[config.mk]
export PLATFORM = sky130hd
export DESIGN_NAME = ps2_key_decoder
export DESIGN_NICKNAME = d
export VERILOG_FILES = /design/src/rtl/ps2_pkg.sv /design/src/rtl/ps2_rx_frame.sv /design/src/rtl/ps2_key_decoder.sv
export SDC_FILE = /design/constraint.sdc
export NUM_CORES = 1
export LEC_CHECK = 0
export CAP_MARGIN = 40
export CORE_ASPECT_RATIO = 2
export CORE_MARGIN = 3
export CORE_UTILIZATION = 40
export DETAILED_ROUTE_END_ITERATION = 8
export GPL_ROUTABILITY_DRIVEN = 0
export PLACE_DENSITY_LB_ADDON = 0.1
export SLEW_MARGIN = 10
export SYNTH_ARGS = -nofsm -noshare
export SYNTH_HDL_FRONTEND = slang
export SYNTH_SLANG_ARGS = --single-unit
[constraint.sdc]
create_clock -name clk -period 2.1 [get_ports clk]
set_clock_uncertainty 0.15 [all_clocks]
set_input_delay 0.42 -clock clk [delete_from_list [all_inputs] [get_ports clk]]
set_output_delay 0.42 -clock clk [all_outputs]
set_load 0.05 [all_outputs]
[src/rtl/ps2_pkg.sv]
// Shared PS/2 constants: scan codes, frame length and the key decoder state enum.
package ps2_pkg;

  localparam int FRAME_LEN = 11;

  localparam logic [7:0] SC_EXT   = 8'hE0;
  localparam logic [7:0] SC_BRK   = 8'hF0;
  localparam logic [7:0] SC_LEFT  = 8'h6B;
  localparam logic [7:0] SC_RIGHT = 8'h74;
  localparam logic [7:0] SC_UP    = 8'h75;
  localparam logic [7:0] SC_DOWN  = 8'h72;

  typedef enum logic [1:0] {
    IDLE    = 2'd0,
    EXT     = 2'd1,
    BRK     = 2'd2,
    EXT_BRK = 2'd3
  } dec_state_e;

endpackage

[src/rtl/ps2_rx_frame.sv]
// PS/2 frame receiver: synchronizers, falling-edge detect, 11-bit framing, checks, idle timeout.
// Parity checking is compiled in only when PS2_PARITY_CHECK_EN is defined.
module ps2_rx_frame
  import ps2_pkg::*;
#(
  parameter int SYNC_STAGES    = 2,
  parameter int TIMEOUT_CYCLES = 100000
) (
  input  logic       clk,
  input  logic       clrn,
  input  logic       ps2_clk,
  input  logic       ps2_data,
  output logic       byte_valid,
  output logic [7:0] data_byte,
  output logic       frame_err
);

  localparam int TW = $clog2(TIMEOUT_CYCLES + 1);
  localparam logic [3:0] LAST_BIT = 4'(FRAME_LEN - 1);
  localparam logic [TW-1:0] TMO_MAX = TW'(TIMEOUT_CYCLES - 1);
`ifdef PS2_PARITY_CHECK_EN
  localparam bit PAR_EN = 1'b1;
`else
  localparam bit PAR_EN = 1'b0;
`endif

  logic [SYNC_STAGES-1:0] clk_sync_q, clk_sync_d;
  logic [SYNC_STAGES-1:0] data_sync_q, data_sync_d;
  logic                   clk_prev_q, clk_prev_d;
  logic [3:0]             cnt_q, cnt_d;
  logic [7:0]             shift_q, shift_d;
  logic                   par_q, par_d;
  logic [TW-1:0]          tmo_q, tmo_d;
  logic                   valid_q, valid_d;
  logic [7:0]             byte_q, byte_d;
  logic                   err_q, err_d;
  logic                   fall;
  logic                   data_s;

  always_comb begin
    clk_sync_d  = {clk_sync_q[SYNC_STAGES-2:0], ps2_clk};
    data_sync_d = {data_sync_q[SYNC_STAGES-2:0], ps2_data};
    clk_prev_d  = clk_sync_q[SYNC_STAGES-1];
    data_s      = data_sync_q[SYNC_STAGES-1];
    fall        = clk_prev_q & ~clk_sync_q[SYNC_STAGES-1];
    cnt_d       = cnt_q;
    shift_d     = shift_q;
    par_d       = par_q;
    tmo_d       = tmo_q;
    valid_d     = 1'b0;
    byte_d      = byte_q;
    err_d       = 1'b0;
    if (fall) begin
      tmo_d = '0;
      if (cnt_q == 4'd0) begin
        // A high start bit is line noise, not a frame: stay idle silently.
        if (!data_s) begin
          cnt_d = 4'd1;
          par_d = 1'b0;
        end
      end else if (cnt_q == LAST_BIT) begin
        cnt_d = 4'd0;
        if (data_s && (par_q || !PAR_EN)) begin
          valid_d = 1'b1;
          byte_d  = shift_q;
        end else begin
          err_d = 1'b1;
        end
      end else begin
        cnt_d = cnt_q + 4'd1;
        par_d = par_q ^ data_s;
        if (cnt_q <= 4'd8) shift_d = {data_s, shift_q[7:1]};
      end
    end else if (cnt_q != 4'd0) begin
      if (tmo_q == TMO_MAX) begin
        cnt_d = 4'd0;
        tmo_d = '0;
        err_d = 1'b1;
      end else begin
        tmo_d = tmo_q + 1'b1;
      end
    end else begin
      tmo_d = '0;
    end
  end

  // Synchronizers reset to the idle-high bus level so release never fakes an edge.
  always_ff @(posedge clk or negedge clrn) begin
    if (!clrn) begin
      clk_sync_q  <= '1;
      data_sync_q <= '1;
      clk_prev_q  <= 1'b1;
      cnt_q       <= '0;
      shift_q     <= '0;
      par_q       <= 1'b0;
      tmo_q       <= '0;
      valid_q     <= 1'b0;
      byte_q      <= '0;
      err_q       <= 1'b0;
    end else begin
      clk_sync_q  <= clk_sync_d;
      data_sync_q <= data_sync_d;
      clk_prev_q  <= clk_prev_d;
      cnt_q       <= cnt_d;
      shift_q     <= shift_d;
      par_q       <= par_d;
      tmo_q       <= tmo_d;
      valid_q     <= valid_d;
      byte_q      <= byte_d;
      err_q       <= err_d;
    end
  end

  assign byte_valid = valid_q;
  assign data_byte  = byte_q;
  assign frame_err  = err_q;

endmodule

[src/rtl/ps2_key_decoder.sv]
// PS/2 arrow-key decoder: extended make codes E0 6B/74/75/72 give one-cycle left/right/up/down pulses.
// Build option PS2_PARITY_CHECK_EN enables parity checking in the frame receiver.
module ps2_key_decoder
  import ps2_pkg::*;
#(
  parameter int SYNC_STAGES    = 2,
  parameter int TIMEOUT_CYCLES = 100000
) (
  input  logic clk,
  input  logic clrn,
  input  logic ps2_clk,
  input  logic ps2_data,
  output logic left,
  output logic right,
  output logic up,
  output logic down,
  output logic frame_err
);

  logic       rx_valid;
  logic [7:0] rx_byte;
  logic       rx_err;

  ps2_rx_frame #(
    .SYNC_STAGES   (SYNC_STAGES),
    .TIMEOUT_CYCLES(TIMEOUT_CYCLES)
  ) u_rx (
    .clk       (clk),
    .clrn      (clrn),
    .ps2_clk   (ps2_clk),
    .ps2_data  (ps2_data),
    .byte_valid(rx_valid),
    .data_byte (rx_byte),
    .frame_err (rx_err)
  );

  dec_state_e state_q, state_d;
  logic       left_q, left_d, right_q, right_d, up_q, up_d, down_q, down_d;

  always_comb begin
    state_d = state_q;
    left_d  = 1'b0;
    right_d = 1'b0;
    up_d    = 1'b0;
    down_d  = 1'b0;
    if (rx_err) begin
      state_d = IDLE;
    end else if (rx_valid) begin
      case (state_q)
        IDLE: begin
          if (rx_byte == SC_EXT)      state_d = EXT;
          else if (rx_byte == SC_BRK) state_d = BRK;
          else                        state_d = IDLE;
        end
        EXT: begin
          // A repeated E0 keeps the prefix armed; anything else ends the sequence.
          if (rx_byte == SC_BRK)      state_d = EXT_BRK;
          else if (rx_byte == SC_EXT) state_d = EXT;
          else begin
            state_d = IDLE;
            left_d  = (rx_byte == SC_LEFT);
            right_d = (rx_byte == SC_RIGHT);
            up_d    = (rx_byte == SC_UP);
            down_d  = (rx_byte == SC_DOWN);
          end
        end
        default: state_d = IDLE;
      endcase
    end
  end

  always_ff @(posedge clk or negedge clrn) begin
    if (!clrn) begin
      state_q <= IDLE;
      left_q  <= 1'b0;
      right_q <= 1'b0;
      up_q    <= 1'b0;
      down_q  <= 1'b0;
    end else begin
      state_q <= state_d;
      left_q  <= left_d;
      right_q <= right_d;
      up_q    <= up_d;
      down_q  <= down_d;
    end
  end

  assign left      = left_q;
  assign right     = right_q;
  assign up        = up_q;
  assign down      = down_q;
  assign frame_err = rx_err;

endmodule

# [Word level (Yosys, flattened, before mapping)]
# Cells that the tools add are included.
[word_totals] register_bits=50 output_inout_bits=5 word_cells=86
[op_classes] addsub=2 n_lt_le_gt_ge=1 eq_ne=10 mux=46 n_bitwise=4 n_reduce_logical=9
[ops] op="two-way mux 17 bit" n=3
[ops] op="== test 8 x 7 -> 1 bit, second input constant" n=4
[ops] op="two-way mux 1 bit" n=31
[ops] op="two-way mux 4 bit" n=6
[ops] op="adder 17 x 1 -> 17 bit, second input constant" n=1
[ops] op="== test 17 bit, second input constant" n=1
[ops] op="== test 8 bit, second input constant" n=2
[ops] op="two-way mux 2 bit" n=5
[ops] op="AND reduction 4 bit" n=2
[ops] op="nonzero test 2 bit" n=3
[ops] op="adder 4 x 1 -> 4 bit, second input constant" n=1
[ops] op="== test 4 bit, second input constant" n=1
[ops] op="<= comparator 4 bit, second input constant" n=1
[ops] op="zero test 4 bit" n=1
[ops] op="case mux 2 bit (2 select lines)" n=1
[ops] op="nonzero test 4 bit" n=1
[ops] op="!= test 3 bit, second input constant" n=1
[ops] op="inverter 1 bit" n=3
[ops] op="AND reduction 3 bit" n=1
[ops] op="== test 2 x 1 -> 1 bit, second input constant" n=1
[ops] op="zero test 2 bit" n=1
[ops] op="bitwise AND 1 bit" n=1

# [Logic depth before layout (Yosys ltp)]
[depth] depth_word=6 depth_mapped=6

# [Hierarchy]
# Synthesis repeated with hierarchy kept, for this count alone.
[unflattened] hier_cells=193 area_unflattened_um2=2245.9
[modules_own_cells] mod="ps2_rx_frame" instances=1 cells_per_inst=168 area_each_um2=1955.6 seq_area_each_um2=1107.3
[modules_own_cells] mod="ps2_key_decoder" instances=1 cells_per_inst=25 area_each_um2=290.3 seq_area_each_um2=150.1

# [Least setup slack after synthesis]
# Ideal clock, no wire load.
[synth_timing] kind="reg-to-reg" start="reg u_rx.cnt_q[0]" end="reg u_rx.shift_q[0]" setup_ns=0.125 arrival_time_ns=1.496 required_time_ns=1.825 path_slack_ns=0.329 stages_incl_launch_ff=6 n_path_buf=0 synth_period_minus_slack_ns=1.771 path_cell_list="dfrtp_1 > inv_1 > ha_1 > and4bb_1 > o21ai_4 > mux2_2"
[synth_between] elab_chain_cells=3
[synth_rtl] item="start: declaration" line_no="ps2_rx_frame.sv:30" source="logic [3:0] cnt_q, cnt_d;"
[synth_rtl] item="start signal: assignment" line_no="ps2_rx_frame.sv:104" source="cnt_q <= cnt_d;"
[synth_rtl] item="parallel branches: the longest is 2 deep, another holds <= comparator 4 bit"
[synth_rtl] item="AND reduction 4 bit (no source line) *"
[synth_rtl] item="end signal: assignment" line_no="ps2_rx_frame.sv:105" source="shift_q <= shift_d;"
[synth_rtl] item="end: declaration" line_no="ps2_rx_frame.sv:31" source="logic [7:0] shift_q, shift_d;"
# Every way passes the cells marked *.
# A chain may end at the register's enable or synchronous reset.

# [Final worst setup path]
[layout_timing] start="reg u_rx.err_q, in the netlist u_rx.frame_err" end="out frame_err"
[layout_lines] item="start: declaration" line_no="ps2_rx_frame.sv:36" source="logic err_q, err_d;"
[layout_lines] item="start signal: assignment" line_no="ps2_rx_frame.sv:110" source="err_q <= err_d;"
[layout_lines] item="end: declaration" line_no="ps2_key_decoder.sv:17" source="output logic frame_err"
# No word-level cell between the ends.

==> flow_metrics.tcl <==
set metrics [dict create \
    cp_max_fo 3 \
    dieWidth_um 59.06 \
    synth_cells 190 \
    worst_slew_pin_slew_ps 539.5 \
    whs_ps 209.4 \
    synth_simple_gate_area_frac 0.2167 \
    cts_buffers 5 \
    crit_type "flip-flop to primary output" \
    crit_chain "clkdlybuf4s50_1" \
    relSlewSlack 0.6403 \
    grt_pass1_vias 1509 \
    leakagePower_uw 0.001132 \
    synth_top_family_by_area "simple AND/OR/NAND/NOR gates" \
    grt.overflow.total 0 \
    synthAdderAreaFrac 0.02222 \
    max_freq_mhz 487.7 \
    pin_count 9 \
    vias 1433 \
    finalCritPeriodShare 0.9763 \
    seqPwrFrac 0.501 \
    yosys_warnings 0 \
    wl_per_cell_um 15.72 \
    cts_resized 0 \
    synth_compound_area_frac 0.03778 \
    ir_drop_mv 0.6491 \
    synth_commonest_cells "dfrtp_1, nor2_1, xnor2_1" \
    finalSetupViolCount 0 \
    cts_tree "yes" \
    drv_cap 0 \
    synth_top_area_frac 0.5000 \
    ant_nets 0 \
    crit_path_end_kind "primary output" \
    synth_cell_type_count 38 \
    maxSlewViolCount 0 \
    grt_max_degree 30 \
    p_sw_uw 734.5 \
    p_clk_frac 0.310 \
    hp-class "flip-flop to flip-flop" \
    synthTopCellsByArea "dfrtp_1, dfstp_2, mux2_2, xnor2_1, nor2_1" \
    power.share.switching 0.2800 \
    rsz0062_at_grt "false" \
    synth_top_area_cell "dfrtp_1" \
    syn_avg_cell_area_sq_um 11.85 \
    nets 213 \
    wirelength_um 4181 \
    fp.dieH_um 112.1 \
    cts_buffer_depth 2 \
    drc 0 \
    hpwl_um 3103 \
    synth_xor_area_frac 0.06222 \
    vias_per_cell 5.387 \
    drive_gt1_frac 0.1893 \
    root_buffer "clkbuf_8" \
    clk_latency_ps 300 \
    h-tree-depth 2 \
    pwr-share-comb 0.188 \
    portBuffers 8 \
    synth_flop_cell "dfrtp_1" \
    num_antenna_cells 0 \
    synth_most_common_cell "dfrtp_1" \
    fin_tns_setup_ps 0 \
    min_period_ps 2050 \
    synth_area_sq_um 2252 \
    grt_usage 0.1401 \
    cp.arrival_ps 1480 \
    dieArea_sq_um 6622 \
    critical_path_buf_inv_count 1 \
    first_iter_violations 45 \
    power.internal_uw 1889 \
    setup_slack_ps 49.71 \
    grt_pass1_wl_um 7086 \
    start_kind "flip-flop" \
    fin_util 0.4739 \
    core-area_sq_um 5420 \
    critPathTopFamily "buffers and inverters" \
    clk_pin_slew_ps 90 \
    synth-seq-cells 50 \
    place_ws_ps 156.8 \
    cp_slowest_cell "clkdlybuf4s50_1" \
    powerDensity_nw_per_um2 1021 \
    finalHoldViolCount 0 \
    status "complete, no violations" \
    drt_pass1_iterations 4 \
    synth_edf_count 0 \
    ff2ff_setup_slack_ps 160 \
    async_reset_ff_frac 1.000 \
    initial_core_util 0.4155 \
    rows 38 \
    synth.yosys.seq_area_share 0.5583 \
    synth.mux.area_fraction 0.08500 \
    area_delta_synth_final_pct 14.06 \
    clock_sinks 50 \
    antenna_found_initial 0 \
    syn_nets 198 \
    cp.required_ps 1530 \
    max_stage_delay_ps 810 \
]
==> metal layers <==
metal / GRT usage / vias up / wire length, um
li1: - / 700 / -
met1: 0.1490 / 712 / 1562
met2: 0.2600 / 14 / 2437
met3: 0.02071 / 7 / 77
met4: 0.05900 / 0 / 103
met5: 0 / - / 0
==> metrics by stage <==
step	std cells	power (uW)	area [sq um]
after floorplan	190	1687	2252
after global routing	266	2783	2569
final	266	2623	2569
after CTS	266	2668	2569
after detailed placement	257	1842	2416
after global placement	257	1814	2416
==> power groups by stage <==
stage | clock, uW | combinational (uW) | sequential [uW]
finish | 814 | 494 | 1320
CTS | 844 | 506 | 1320
global placement | 0 | 487 | 1330
global route | 880 | 555 | 1350
floorplan | 0 | 422 | 1260
detailed placement | 0 | 505 | 1340
==> cells in the final DEF, fill, tap and decap left out, types with 5 or more instances in the layout <==
master	n
nor2_1	25
mux2_1	6
mux2_2	11
nand2_1	9
xnor2_1	12
dfrtp_1	45
clkbuf_8	6
clkdlybuf4s50_1	7
dfstp_2	5
nand3_1	7
nor3_1	8
nand4_1	5
nor4_1	8
inv_1	7
==> repair_timing <==
action | 4_1_cts | 5_1_grt
hold endpoints to repair | 16 | 0
endpoints found under the setup margin | 0 | 0
buffers inserted | 0 | 0
hold buffers | 1 | 0
==> worst paths after layout <==
check | start | end | cells past startpoint
worst max-delay path | u_rx.frame_err | frame_err | 1
worst max register to register | u_rx.cnt_q[0] | u_rx.shift_q[7] | 5
min in group asynchronous | clrn | down | 2
worst min register to register | u_rx.clk_sync_q[0] | u_rx.clk_sync_q[1] | 0
max in group asynchronous | clrn | u_rx.frame_err | 3
worst min-delay path | u_rx.clk_sync_q[0] | u_rx.clk_sync_q[1] | 0
==> sequential cells by signal, summed over array words and instances (netlist names) <==
signal / count
right: 1
u_rx.clk_sync_q: 2
state_q: 2
u_rx.data_byte: 8
u_rx.shift_q: 8
down: 1
u_rx.cnt_q: 4
u_rx.clk_prev_q: 1
u_rx.frame_err: 1
u_rx.tmo_q: 17
up: 1
left: 1
u_rx.data_sync_q: 2
u_rx.byte_valid: 1
==> cell type report <==
| class | instances | area, sq um |
|---|---|---|
| repair buffers | 11 | 112.6 |
| multi-input cells | 130 | 954.7 |
| flip-flops and latches | 50 | 1257 |
| inverters | 7 | 26.28 |
| clock buffers | 6 | 82.58 |
| well taps | 60 | 75.07 |
| fillers | 511 | 2851 |
| clock inverters | 2 | 60.06 |
==> cells by family after synthesis <==
family / count (synthesis)
mux: 17
buf+inv: 10
simple gates: 82
xor+xnor: 16
compound gates: 11
fa+ha+maj: 4
flops: 50
No activity file was read; power rests on OpenSTA's default activity.
